$ cat config.mk
export PLATFORM = sky130hd
export DESIGN_NAME = da_result_reader
export DESIGN_NICKNAME = d
export VERILOG_FILES = /design/src/rtl/da_pkg.sv /design/src/rtl/da_sync_fifo.sv /design/src/rtl/da_result_reader.sv
export SDC_FILE = /design/constraint.sdc
export NUM_CORES = 1
export LEC_CHECK = 0
export CAP_MARGIN = 20
export CORE_AREA = 5 5 116 118
export DETAILED_ROUTE_END_ITERATION = 6
export DIE_AREA = 0 0 121 123
export GPL_ROUTABILITY_DRIVEN = 0
export PLACE_DENSITY = 0.77
export SLEW_MARGIN = 20
export SYNTH_ARGS = -nofsm -noshare
export SYNTH_HDL_FRONTEND = slang
export SYNTH_HIERARCHICAL = 1
export SYNTH_SLANG_ARGS = --single-unit
$ cat constraint.sdc
create_clock -name clk -period 9.04 [get_ports clk]
set_input_delay 0.904 -clock clk [delete_from_list [all_inputs] [get_ports clk]]
set_output_delay 0.904 -clock clk [all_outputs]
set_load 0.03 [all_outputs]
$ cat src/rtl/da_pkg.sv
// Shared constants, types and helpers for the DA filter result reader.
package da_pkg;

   localparam int DA_WORD_WIDTH = 16;

   typedef logic [DA_WORD_WIDTH-1:0] word_t;

   function automatic int ptr_w(input int depth);
      return $clog2(depth) + 1;
   endfunction

endpackage

$ cat src/rtl/da_sync_fifo.sv
// Synchronous show-ahead FIFO with wrap-bit pointers and an occupancy counter.
// A push into a full FIFO is accepted when a pop frees the slot in the same cycle.
module da_sync_fifo
   import da_pkg::*;
#(
   parameter int WIDTH = 16,
   parameter int DEPTH = 8
) (
   input  logic                      clk,
   input  logic                      rst,
   input  logic                      push,
   input  logic [WIDTH-1:0]          wdata,
   input  logic                      pop,
   output logic [WIDTH-1:0]          rdata,
   output logic                      full,
   output logic                      empty,
   output logic [ptr_w(DEPTH)-1:0]   level
);

   localparam int PW = ptr_w(DEPTH);
   localparam int AW = PW - 1;

   logic [WIDTH-1:0] mem_q [DEPTH];
   logic [WIDTH-1:0] mem_d [DEPTH];
   logic [PW-1:0]    wr_ptr_q, wr_ptr_d;
   logic [PW-1:0]    rd_ptr_q, rd_ptr_d;
   logic [PW-1:0]    level_q, level_d;
   logic             do_push, do_pop;

   assign empty   = (wr_ptr_q == rd_ptr_q);
   assign full    = (wr_ptr_q[AW] != rd_ptr_q[AW]) &&
                    (wr_ptr_q[AW-1:0] == rd_ptr_q[AW-1:0]);
   assign do_pop  = pop & ~empty;
   assign do_push = push & (~full | do_pop);
   assign rdata   = mem_q[rd_ptr_q[AW-1:0]];
   assign level   = level_q;

   always_comb begin
      mem_d    = mem_q;
      wr_ptr_d = wr_ptr_q;
      rd_ptr_d = rd_ptr_q;
      level_d  = level_q;
      // When full, the write slot is the head slot being popped this cycle.
      if (do_push) begin
         mem_d[wr_ptr_q[AW-1:0]] = wdata;
         wr_ptr_d                = wr_ptr_q + 1'b1;
      end
      if (do_pop) begin
         rd_ptr_d = rd_ptr_q + 1'b1;
      end
      case ({do_push, do_pop})
         2'b10:   level_d = level_q + 1'b1;
         2'b01:   level_d = level_q - 1'b1;
         default: level_d = level_q;
      endcase
   end

   always_ff @(posedge clk) begin
      if (rst) begin
         for (int i = 0; i < DEPTH; i++) begin
            mem_q[i] <= '0;
         end
         wr_ptr_q <= '0;
         rd_ptr_q <= '0;
         level_q  <= '0;
      end else begin
         mem_q    <= mem_d;
         wr_ptr_q <= wr_ptr_d;
         rd_ptr_q <= rd_ptr_d;
         level_q  <= level_d;
      end
   end

endmodule

$ cat src/rtl/da_result_reader.sv
// Captures one DA filter result per ts strobe into a FIFO and streams it out.
// Optional macro RESULT_TAG_EN adds a capture sequence tag on m_tag.
module da_result_reader
   import da_pkg::*;
#(
   parameter int WORD_WIDTH = DA_WORD_WIDTH,
   parameter int FIFO_DEPTH = 8,
   parameter int TAG_WIDTH  = 8
) (
   input  logic                          clk,
   input  logic                          rst,
   input  logic                          ts,
   input  logic [WORD_WIDTH-1:0]         y,
   output logic                          m_valid,
   input  logic                          m_ready,
   output logic [WORD_WIDTH-1:0]         m_data,
`ifdef RESULT_TAG_EN
   output logic [TAG_WIDTH-1:0]          m_tag,
`endif
   output logic [ptr_w(FIFO_DEPTH)-1:0]  level,
   output logic                          ovf,
   input  logic                          clr_ovf
);

`ifdef RESULT_TAG_EN
   localparam int FW = WORD_WIDTH + TAG_WIDTH;
`else
   localparam int FW = WORD_WIDTH;
`endif

   logic          ts_q, ts_d;
   logic          ovf_q, ovf_d;
   logic          cap, pop, drop;
   logic          fifo_full, fifo_empty;
   logic [FW-1:0] fifo_wdata, fifo_rdata;

   assign cap     = ts & ~ts_q;
   assign m_valid = ~fifo_empty;
   assign pop     = m_valid & m_ready;
   assign drop    = cap & fifo_full & ~pop;
   assign ovf     = ovf_q;
   assign m_data  = fifo_rdata[WORD_WIDTH-1:0];

`ifdef RESULT_TAG_EN
   logic [TAG_WIDTH-1:0] tag_q, tag_d;

   // Dropped captures still advance the tag so gaps reveal the loss.
   assign fifo_wdata = {tag_q, y};
   assign m_tag      = fifo_rdata[FW-1:WORD_WIDTH];

   always_comb begin
      tag_d = tag_q;
      if (cap) begin
         tag_d = tag_q + 1'b1;
      end
   end

   always_ff @(posedge clk) begin
      if (rst) begin
         tag_q <= '0;
      end else begin
         tag_q <= tag_d;
      end
   end
`else
   assign fifo_wdata = y;
`endif

   always_comb begin
      ts_d  = ts;
      ovf_d = ovf_q;
      if (clr_ovf) begin
         ovf_d = 1'b0;
      end
      if (drop) begin
         ovf_d = 1'b1;
      end
   end

   always_ff @(posedge clk) begin
      if (rst) begin
         ts_q  <= 1'b0;
         ovf_q <= 1'b0;
      end else begin
         ts_q  <= ts_d;
         ovf_q <= ovf_d;
      end
   end

   da_sync_fifo #(
      .WIDTH (FW),
      .DEPTH (FIFO_DEPTH)
   ) u_fifo (
      .clk   (clk),
      .rst   (rst),
      .push  (cap),
      .wdata (fifo_wdata),
      .pop   (pop),
      .rdata (fifo_rdata),
      .full  (fifo_full),
      .empty (fifo_empty),
      .level (level)
   );

endmodule

==> metrics.md <==
| Metric | Value |
|---|---|
| Die Wd | 121 um |
| Number of core rows | 41 |
| Prevailing post-synth register cell | dfxtp_1 |
| Root buffer cell | clkbuf_16 |
| DP Area | 6985 um2 |
| GRT overflow | 0 |
| Max Slew Vio Count | 0 |
| First-pass GRT wire length | 26390 um |
| Area Overhead vs Synth | 14.21% |
| Drt total wl | 16460 um |
| WL per Instance | 18.32 um |
| Critical Path Start | u_fifo/rd_ptr_q[0] |
| # setup viols final | 0 |
| CTS H-tree depth | 4 |
| Crit path time final | 3.818 ns |
| Grt met3 use | 6.816% |
| DRC errors left | 0 |
| CTS Buffer Depth | 2 |
| Skew-Pair Late Insertion Delay | 0.43 ns |
| Worst R2R Start | u_fifo/rd_ptr_q[0] |
| CTS buffer count | 17 |
| Final Instance Area | 7561 um2 |
| Synth top cells by count | nand2_1 (195), dfxtp_1 (142), a21oi_1 (102), nor2_1 (44), clkbuf_1 (39) |
| Most instantiated library cell after synthesis | nand2_1 |
| Worst Setup End Kind | primary output |
| EDFF count, synth | 0 |
| DR vias/cell | 5.731 |
| PostCTS Resize Cnt | 0 |
| FMAX | 261.9 MHz |
| WP data required | 8.14 ns |
| Sw Share | 25.53% |
| Setup Buffers After CTS | 0 |
| R2R Path End | u_fifo/level[3] |
| Share of layout cells above drive strength 1 | 15.29% |
| Gate power share | 11.8% |
| Power Total | 1495 uW |
| Area contributors post-synth | dfxtp_1 (43%), nand2_1 (11%), mux4_2 (11%) |
| RSZ-0062 raised after global routing | false |
| Min-Delay Path Class | reg2reg |
| Hpwl dp | 10040 um |
| Final worst setup slack | 5.222 ns |
| Met1 usage | 26.86% |
| CTS tree | done |
| Post-synthesis sequential area ratio | 42.94% |
| DP Worst Slack | 5.104 ns |
| Antenna Cells | 0 |
| Worst-Margin Slew | 1.030 ns |
| Vias | 5146 |
| Fraction of registers with async set/reset | 0% |
| Crit path DAT | 2.91 ns |
| MaxCap Viol Count | 0 |
| Register bit total from synthesis | 142 |
| Number of DRC markers in iteration 0 | 541 |
| Total GRT Usage | 23.08% |
| Yosys cell types | 50 |
| P per Cell Area | 197.7 nW/um2 |
| Clock sink total | 142 |
| Top cell type's share of synthesized area | 42.94% |
| Yosys top cell by area | dfxtp_1 |
| Drt pass-1 iters | 5 |
| Net Count, Synth | 734 |
| Number of global-route vias before repair | 5261 |
| Routed Antenna Nets | 0 |
| Switch Pwr | 381.6 uW |
| Layout Nets | 739 |
| Reg power frac | 43.5% |
| Fin. Hold Viols | 0 |
| Relative slew slack | 31.14% |
| Total die area | 14880 um2 |
| Synthesized area | 6620 um2 |
| Crit path max fanout | 37 |
| Setup Skew | 0.008427 ns |
| WHS Endpoint | u_fifo/mem_q[49] |
| Clock-pin slew on the worst setup and hold paths | 0.05 ns |
| Gr busiest metal | met2 |
| Pint | 1113 uW |
| Clk network pwr share | 44.7% |
| Core Box Area | 12360 um2 |
| Largest net degree at the start of global routing | 85 |
| Status | finished clean |
| Post-synthesis cell count | 708 |
| Startpoint Class | flip-flop |
| Yosys warnings | 6 |
| Avg Inst Size Synth | 9.350 um2 |
| Cells on worst reg2reg path | 12 |
| VDD IR max | 0.1382 mV |
| CP Class | reg2out |
| Count of input and output buffers | 42 |
| Height of the die | 123 um |
| # IOs | 43 |
| R2R setup slack | 5.42 ns |
| Hold Startpoint | u_fifo/mem_q[49] |
| Initial core utilization | 53.55% |
| Final worst-path cycle share | 42.24% |
| GR Util met2 | 40.85% |
| Hold_buf cts | 0 |
| Initial antenna violation count | 0 |
| Post-Route Setup TNS | 0 ns |
| Leak | 0.002621 uW |
| Worst Hold Depth | 2 |
placed cells by master (no fill, tap or decap), types with 2 or more instances in the layout:
cell type / instances
a221oi_1: 2
dfxtp_1: 140
inv_1: 8
xor2_4: 2
clkbuf_1: 5
nor2_1: 44
o21ai_0: 4
dfxtp_2: 2
mux4_2: 32
clkinvlp_4: 2
o32ai_1: 2
o211ai_2: 3
xnor2_1: 8
xor2_2: 2
nand3_1: 4
xor2_1: 2
clkinv_2: 3
clkbuf_16: 17
clkinv_4: 3
a21oi_1: 102
mux2i_1: 35
clkdlybuf4s50_1: 41
ha_1: 4
nand2_1: 195
a211oi_4: 5
bufinv_16: 2
buf_4: 6
nor2b_1: 5
mux2_2: 16
o211ai_1: 2
a211o_2: 3
how the worst max path moves through the flow:
stage	endpoint	cells past startpoint
after global routing	m_data[6]	4
after floorplan	u_fifo/level[3]	10
final	m_data[4]	4
after global placement	u_fifo/mem_q[90]	7
after CTS	m_data[6]	4
after detailed placement	u_fifo/mem_q[90]	7
worst max-delay path, cell delays in order, from the launching register on:
cell             delay (ns)
dfxtp_2                0.31
buf_4                  0.60
mux4_2                 0.60
mux2_2                 0.32
clkdlybuf4s50_1        0.62
flip-flops by register name, indices dropped and copies added, names as in the netlist:
register	cells
u_fifo/rd_ptr_q	4
ts_q	1
u_fifo/wr_ptr_q	4
ovf	1
u_fifo/mem_q	128
u_fifo/level	4
layout make-up:
| cell class | instances | area [um2] |
|---|---|---|
| clock inverter | 10 | 116.4 |
| inverter | 9 | 33.78 |
| timing repair buffer | 48 | 470.5 |
| multi-input combinational | 495 | 3436 |
| tap | 172 | 215.2 |
| fill | 1011 | 4802 |
| sequential | 142 | 2845 |
| clock buffer | 22 | 444.2 |
metal layers:
| layer | wire length (um) | vias up |
|---|---|---|
| met2 | 8452 | 170 |
| met1 | 6699 | 2533 |
| met4 | 269 | 0 |
| met5 | 0 | - |
| met3 | 1033 | 33 |
| li1 | - | 2410 |
power by group through the flow:
stage | clock network [uW] | logic [uW] | registers (uW)
floorplan | 0 | 129 | 663
global placement | 0 | 169 | 663
detailed placement | 0 | 174 | 664
CTS | 675 | 175 | 651
global route | 703 | 189 | 652
finish | 668 | 176 | 651
through the flow:
stage / hold slack [ns] / utilization, % / instances
after global placement: 0.4382 / 56.50 / 865
after CTS: 0.4546 / 61.04 / 897
final: 0.4536 / 61.16 / 898
after detailed placement: 0.4466 / 56.50 / 865
after global routing: 0.4738 / 61.16 / 898
after floorplan: 0.4331 / - / 708
cells by family after synthesis:
group	count (synthesis)	synth area share [%]
compound gates	131	12.83
flops	142	42.94
mux	84	19.07
fa+ha+maj	5	1.058
xor+xnor	15	2.892
buf+inv	71	5.160
simple gates	260	16.05
No activity file was read; power rests on OpenSTA's default activity.
